$ cat src/rtl/hazard_ctrl_pipe_pkg.sv
// Shared constants for the pipeline control carrier: bundle widths, bit positions
// inside each control bundle, and the forwarding select encodings.
package hazard_ctrl_pipe_pkg;

    localparam int WB_W = 2;
    localparam int M_W  = 2;
    localparam int EX_W = 4;

    // WB bundle {RegWrite, MemToReg}
    localparam int REGWRITE = 1;
    localparam int MEMTOREG = 0;
    // M bundle {MemRead, MemWrite}
    localparam int MEMREAD  = 1;
    localparam int MEMWRITE = 0;
    // EX bundle {RegDest, ALUOp[1:0], ALUSrc}
    localparam int REGDEST  = 3;
    localparam int ALUSRC   = 0;

    localparam logic [1:0] FWD_RF  = 2'b00;
    localparam logic [1:0] FWD_MEM = 2'b10;
    localparam logic [1:0] FWD_WB  = 2'b01;

endpackage

$ cat src/rtl/hazard_ctrl_pipe_fwd_unit.sv
// Forwarding select for a single ALU operand; EX/MEM results take precedence
// over MEM/WB because they are younger.
module hazard_ctrl_pipe_fwd_unit
    import hazard_ctrl_pipe_pkg::*;
#(
    parameter int RA_W = 5
) (
    input  logic [RA_W-1:0] src,
    input  logic            mem_regwrite,
    input  logic [RA_W-1:0] mem_dest,
    input  logic            wb_regwrite,
    input  logic [RA_W-1:0] wb_dest,
    output logic [1:0]      fwd
);

    always_comb begin
        fwd = FWD_RF;
        if (mem_regwrite && (mem_dest != '0) && (mem_dest == src)) begin
            fwd = FWD_MEM;
        end else if (wb_regwrite && (wb_dest != '0) && (wb_dest == src)) begin
            fwd = FWD_WB;
        end
    end

endmodule

$ cat src/rtl/hazard_ctrl_pipe.sv
// ID/EX, EX/MEM and MEM/WB control carrier with stall, flush and forwarding control.
// Define FORWARD_EN to build operand forwarding; otherwise every RAW hazard stalls.
module hazard_ctrl_pipe
    import hazard_ctrl_pipe_pkg::*;
#(
    parameter int RA_W = 5
) (
    input  logic             clk,
    input  logic             rst,
    input  logic [WB_W-1:0]  id_wb,
    input  logic [M_W-1:0]   id_m,
    input  logic [EX_W-1:0]  id_ex,
    input  logic             id_jump,
    input  logic [RA_W-1:0]  id_rs,
    input  logic [RA_W-1:0]  id_rt,
    input  logic [RA_W-1:0]  id_rd,
    input  logic             mem_branch_taken,
    output logic [EX_W-1:0]  ex_ctrl,
    output logic [M_W-1:0]   ex_m,
    output logic [WB_W-1:0]  ex_wb,
    output logic [M_W-1:0]   mem_m,
    output logic [WB_W-1:0]  mem_wb,
    output logic [WB_W-1:0]  wb_wb,
    output logic [RA_W-1:0]  ex_dest,
    output logic [RA_W-1:0]  mem_dest,
    output logic [RA_W-1:0]  wb_dest,
    output logic [1:0]       fwd_a,
    output logic [1:0]       fwd_b,
    output logic             pc_write,
    output logic             ifid_write,
    output logic             ifid_flush
);

    logic [EX_W-1:0] ex_ctrl_q, ex_ctrl_d;
    logic [M_W-1:0]  ex_m_q, ex_m_d;
    logic [WB_W-1:0] ex_wb_q, ex_wb_d;
    logic [RA_W-1:0] ex_dest_q, ex_dest_d;
    logic [M_W-1:0]  mem_m_q, mem_m_d;
    logic [WB_W-1:0] mem_wb_q, mem_wb_d;
    logic [RA_W-1:0] mem_dest_q, mem_dest_d;
    logic [WB_W-1:0] wb_wb_q;
    logic [RA_W-1:0] wb_dest_q;

    logic flush;
    logic stall;
    logic ex_hit;

    assign flush  = mem_branch_taken;
    assign ex_hit = (ex_dest_q != '0) && ((ex_dest_q == id_rs) || (ex_dest_q == id_rt));

`ifdef FORWARD_EN
    logic [RA_W-1:0] ex_rs_q, ex_rt_q;

    // Only a load in EX cannot be covered by forwarding.
    assign stall = ex_m_q[MEMREAD] && ex_hit;

    always_ff @(posedge clk) begin
        if (rst || flush || stall) begin
            ex_rs_q <= '0;
            ex_rt_q <= '0;
        end else begin
            ex_rs_q <= id_rs;
            ex_rt_q <= id_rt;
        end
    end

    hazard_ctrl_pipe_fwd_unit #(.RA_W(RA_W)) u_fwd_a (
        .src          (ex_rs_q),
        .mem_regwrite (mem_wb_q[REGWRITE]),
        .mem_dest     (mem_dest_q),
        .wb_regwrite  (wb_wb_q[REGWRITE]),
        .wb_dest      (wb_dest_q),
        .fwd          (fwd_a)
    );

    hazard_ctrl_pipe_fwd_unit #(.RA_W(RA_W)) u_fwd_b (
        .src          (ex_rt_q),
        .mem_regwrite (mem_wb_q[REGWRITE]),
        .mem_dest     (mem_dest_q),
        .wb_regwrite  (wb_wb_q[REGWRITE]),
        .wb_dest      (wb_dest_q),
        .fwd          (fwd_b)
    );
`else
    logic mem_hit;

    // Regfile writes in the first half-cycle, so MEM/WB producers never stall.
    assign mem_hit = (mem_dest_q != '0) && ((mem_dest_q == id_rs) || (mem_dest_q == id_rt));
    assign stall   = (ex_wb_q[REGWRITE] && ex_hit) || (mem_wb_q[REGWRITE] && mem_hit);
    assign fwd_a   = FWD_RF;
    assign fwd_b   = FWD_RF;
`endif

    assign pc_write   = flush || !stall;
    assign ifid_write = flush || !stall;
    assign ifid_flush = flush || (id_jump && !stall);

    always_comb begin
        ex_ctrl_d  = id_ex;
        ex_m_d     = id_m;
        ex_wb_d    = id_wb;
        ex_dest_d  = id_ex[REGDEST] ? id_rd : id_rt;
        mem_m_d    = ex_m_q;
        mem_wb_d   = ex_wb_q;
        mem_dest_d = ex_dest_q;
        if (flush || stall) begin
            ex_ctrl_d = '0;
            ex_m_d    = '0;
            ex_wb_d   = '0;
            ex_dest_d = '0;
        end
        if (flush) begin
            mem_m_d    = '0;
            mem_wb_d   = '0;
            mem_dest_d = '0;
        end
    end

    always_ff @(posedge clk) begin
        if (rst) begin
            ex_ctrl_q  <= '0;
            ex_m_q     <= '0;
            ex_wb_q    <= '0;
            ex_dest_q  <= '0;
            mem_m_q    <= '0;
            mem_wb_q   <= '0;
            mem_dest_q <= '0;
            wb_wb_q    <= '0;
            wb_dest_q  <= '0;
        end else begin
            ex_ctrl_q  <= ex_ctrl_d;
            ex_m_q     <= ex_m_d;
            ex_wb_q    <= ex_wb_d;
            ex_dest_q  <= ex_dest_d;
            mem_m_q    <= mem_m_d;
            mem_wb_q   <= mem_wb_d;
            mem_dest_q <= mem_dest_d;
            // The branch itself still retires through MEM/WB.
            wb_wb_q    <= mem_wb_q;
            wb_dest_q  <= mem_dest_q;
        end
    end

    assign ex_ctrl  = ex_ctrl_q;
    assign ex_m     = ex_m_q;
    assign ex_wb    = ex_wb_q;
    assign ex_dest  = ex_dest_q;
    assign mem_m    = mem_m_q;
    assign mem_wb   = mem_wb_q;
    assign mem_dest = mem_dest_q;
    assign wb_wb    = wb_wb_q;
    assign wb_dest  = wb_dest_q;

endmodule

$ cat config.mk
export PLATFORM = sky130hd
export DESIGN_NAME = hazard_ctrl_pipe
export DESIGN_NICKNAME = d
export VERILOG_FILES = /design/src/rtl/hazard_ctrl_pipe_pkg.sv /design/src/rtl/hazard_ctrl_pipe_fwd_unit.sv /design/src/rtl/hazard_ctrl_pipe.sv
export SDC_FILE = /design/constraint.sdc
export NUM_CORES = 1
export LEC_CHECK = 0
export ABC_AREA = 1
export BUFFER_PORTS_ARGS = -buffer_cell sky130_fd_sc_hd__buf_2
export CAP_MARGIN = 10
export CORE_ASPECT_RATIO = 0.7
export CORE_MARGIN = 3
export CORE_UTILIZATION = 34
export DETAILED_ROUTE_END_ITERATION = 16
export GPL_TIMING_DRIVEN = 0
export SLEW_MARGIN = 20
export SYNTH_ARGS = -nofsm -noshare
export SYNTH_HDL_FRONTEND = slang
export SYNTH_SLANG_ARGS = --single-unit
$ cat constraint.sdc
create_clock -name clk -period 1.21 [get_ports clk]
set_input_delay 0.242 -clock clk [delete_from_list [all_inputs] [get_ports clk]]
set_output_delay 0.242 -clock clk [all_outputs]
set_load 0.005 [all_outputs]
==> impl_metrics.csv <==
group,metric,value,unit
sta,layout_min_cycle_time,1720,ps
setup_path,required,970,ps
yosys,synth_warnings,0,
setup_path,crit_type,"reg2out",
setup_path,end_kind,"output pin",
sta,max_freq,0.581,GHz
yosys,netlist_instances,187,
routing,vias,1248,
finish,nets,286,
yosys,syn-cell-area,0.00131,sq mm
finish,syn2layout_area_growth,50.0,%
sta,period_share,142,%
place,portBuffers,56,
power_and_ir_drop,p_int,0.00193,W
clock_tree,hold_buffers,0,
setup_path,crit_path_cell_trace,"inv_4, nand2_2, nand2_2, nor2_2, nand3_1, nand2_1, nand2_2, nand2_2, nand2_2, buf_6, buf_6",
routing,viasPerCell,4.03,
sta,setup_slack,-512,ps
run_status,status,"finished with violations",
place,hpwl,2360,microns
yosys,yosysSeqAreaShare,44.5,%
setup_path,crit_arrival,1480,ps
power_and_ir_drop,p_per_area,1260,mW/mm^2
finish,fin_util,54.3,%
setup_path,critPathMaxStageDelay,370,ps
floorplan,die_area,0.00463,sq mm
floorplan,die_w,80.1,microns
yosys,synth_top_area_share,44.5,%
sta,rsz0062_at_grt,"yes",
floorplan,rows,18,
power_and_ir_drop,switchingPower,0.000546,W
setup_path,worstPathMaxFanout,4,
routing,drt_iter0_markers,65,
setup_path,cp_common_cell,"nand2_2",
floorplan,die_y,57.8,microns
power_and_ir_drop,combPwrFrac,11.7,%
global_routing,grt_overflow,0,
finish,antennaDiodeCount,0,
clock_tree,clkSinkCount,29,
yosys,synthTopCellsByArea,"dfxtp_1, nand2_1, inv_1",
yosys,yosysTopAreaCell,"dfxtp_1",
routing,postRouteAntennaNets,0,
power_and_ir_drop,fin_total_pwr,0.00248,W
routing,dr.pass1.iters,4,
sta,setup_viol,16,
clock_tree,clock-root-buffer,"clkbuf_8",
run,maxCapViolCount,0,
routing,drcViolationCount,0,
finish,drive_gt1_share,44.2,%
clock_tree,cts_tree,"done",
yosys,synth-seq-cells,29,
routing,drt-total-wl,3070,microns
run_status,violations,"setup timing",
floorplan,ios,63,
global_routing,antenna_found_initial,0,
global_routing,grtUsageTotal,14.0,%
power_and_ir_drop,ir_worst_vdd,0.637,mV
power_and_ir_drop,p_leak,1.08,nW
global_routing,grt_pass1_wl,4910,microns
power_and_ir_drop,seqPwrFrac,40.1,%
power_and_ir_drop,power.share.clock,48.2,%
setup_path,critPathLaunchType,"flip-flop",
place,gp_congestion,0.812,
yosys,ys_types,23,
yosys,synth_flop_cell,"dfxtp_1",
sta,tns,-5290,ps
yosys,synthArstFlopShare,0,%
clock_tree,htreeDepth,2,
worst_hold_path,hp-class,"in2reg",
yosys,synth_common_cells,"nand2_1, inv_1, nor2_1",
clock_tree,cts_inserted_buffers,5,
floorplan,core-area,0.00360,sq mm
global_routing,grt_pass1_vias,1087,
global_routing,grt_max_degree,11,
floorplan,start_util,36.2,%
routing,post_drt_wl_per_cell,9.91,microns
sta,final-hold-violation-count,0,
setup_path,slowest_stage,"dfxtp_4",
finish,fillers,386,
place,place_ws,-289,ps
yosys,yosys.cell_count.top_type,"nand2_1",
yosys,synth.avg_cell_area,6.98,sq um
clock_tree,clk_latency,280,ps
clock_tree,clk_transition_reported_paths,70,ps
sta,clock_skew,4.72,ps
clock_tree,clock_path_buffers,2,
power_and_ir_drop,switching_share,22.0,%
yosys,synth-edff-count,0,
sta,slew_violations,0,
-- flip-flops by register name, indices dropped and copies added (netlist names) --
register and cells:
ex_ctrl 4, wb_wb 2, ex_wb 2, mem_wb 2, wb_dest 5, ex_dest 5, mem_m 2, ex_m 2
mem_dest 5
-- metrics by stage --
stage	cells	hold WS [ps]	instance area (sq um)
6_report	310	170	1960
5_1_grt	310	176	1960
3_3_place_gp	296	407	1670
2_1_floorplan	190	354	1330
3_5_place_dp	296	410	1670
4_1_cts	306	164	1850
-- per-layer routing --
metal	part of all wire, %	track usage (%)	wire, microns
met1	48	18.7	1480
met2	39	19.5	1210
met3	11	6.99	343
met4	1.1	5.06	34
met5	0	0	0
-- area by class of cell --
cell class / instances / area, sq um / share of cell area (%)
multi-input cells: 116 / 579 / 29.6
clock buffers: 5 / 68.8 / 3.51
clock inverters: 3 / 65.1 / 3.32
inverters: 37 / 141 / 7.22
repair buffers: 62 / 368 / 18.8
flip-flops and latches: 29 / 603 / 30.8
well taps: 50 / 62.6 / 3.19
plain buffers: 8 / 70.1 / 3.58
-- critical path, delay by kind of cell, from the launching register on --
kind	cells	cell delay, ps
buffers and inverters	3	260
and+or+nand+nor	8	570
DFF	1	370
-- cell families (layout without fill, tap and decap cells) --
kind of cell	after synthesis	in the layout	synth area share [%]
AO/OA/AOI/OAI	6	6	2.30
AND/OR/NAND/NOR	99	99	33.1
XOR/XNOR	6	6	4.03
flip-flops	29	29	44.5
buffers and inverters	45	115	15.1
other	1	4	0.287
multiplexers	1	1	0.767
-- power by group through the flow --
stage                     Combinational (W)  Sequential, W  Clock (W)
after floorplan                    0.000148        0.00102          0
after global placement             0.000254        0.00102          0
after detailed placement           0.000255        0.00102          0
after CTS                          0.000273        0.00100    0.00122
after global routing               0.000327       0.000997    0.00126
final                              0.000289       0.000993    0.00119
-- timing repair --
action	CTS	global route
pin swaps	11	13
endpoints found under the setup margin	13	16
gates resized for setup	5	22
buffers inserted	1	4
gates cloned	1	0
-- final timing paths --
path,startpoint,end,slack (ps),depth (start not counted)
min reg2reg,mem_wb[0]$_SDFF_PP0_,wb_wb[0]$_SDFF_PP0_,420,2
min,id_wb[1],ex_wb[1]$_SDFF_PP0_,170,3
max,mem_dest[3]$_SDFF_PP0_,pc_write,-510,11
max reg2reg,mem_dest[3]$_SDFF_PP0_,ex_ctrl[3]$_SDFF_PP0_,-320,12
-- layout by cell type, fill, tap and decap left out, types with 2 or more instances in the layout --
master,netlist,layout
a21oi_1,4,4
nand3_1,5,5
clkbuf_8,0,5
buf_12,0,2
buf_2,1,56
dfxtp_4,0,4
buf_6,1,3
nor2_1,34,32
nand2_2,2,8
buf_4,5,7
dfxtp_1,29,19
xnor2_1,4,4
nand4_1,2,2
conb_1,1,4
inv_2,2,6
bufinv_16,0,2
inv_1,34,29
o21ai_1,1,2
nor2_4,1,5
xor2_1,2,2
nor2_2,9,7
dfxtp_2,0,6
nand2_1,45,39
(Power assumes the default switching activity.)
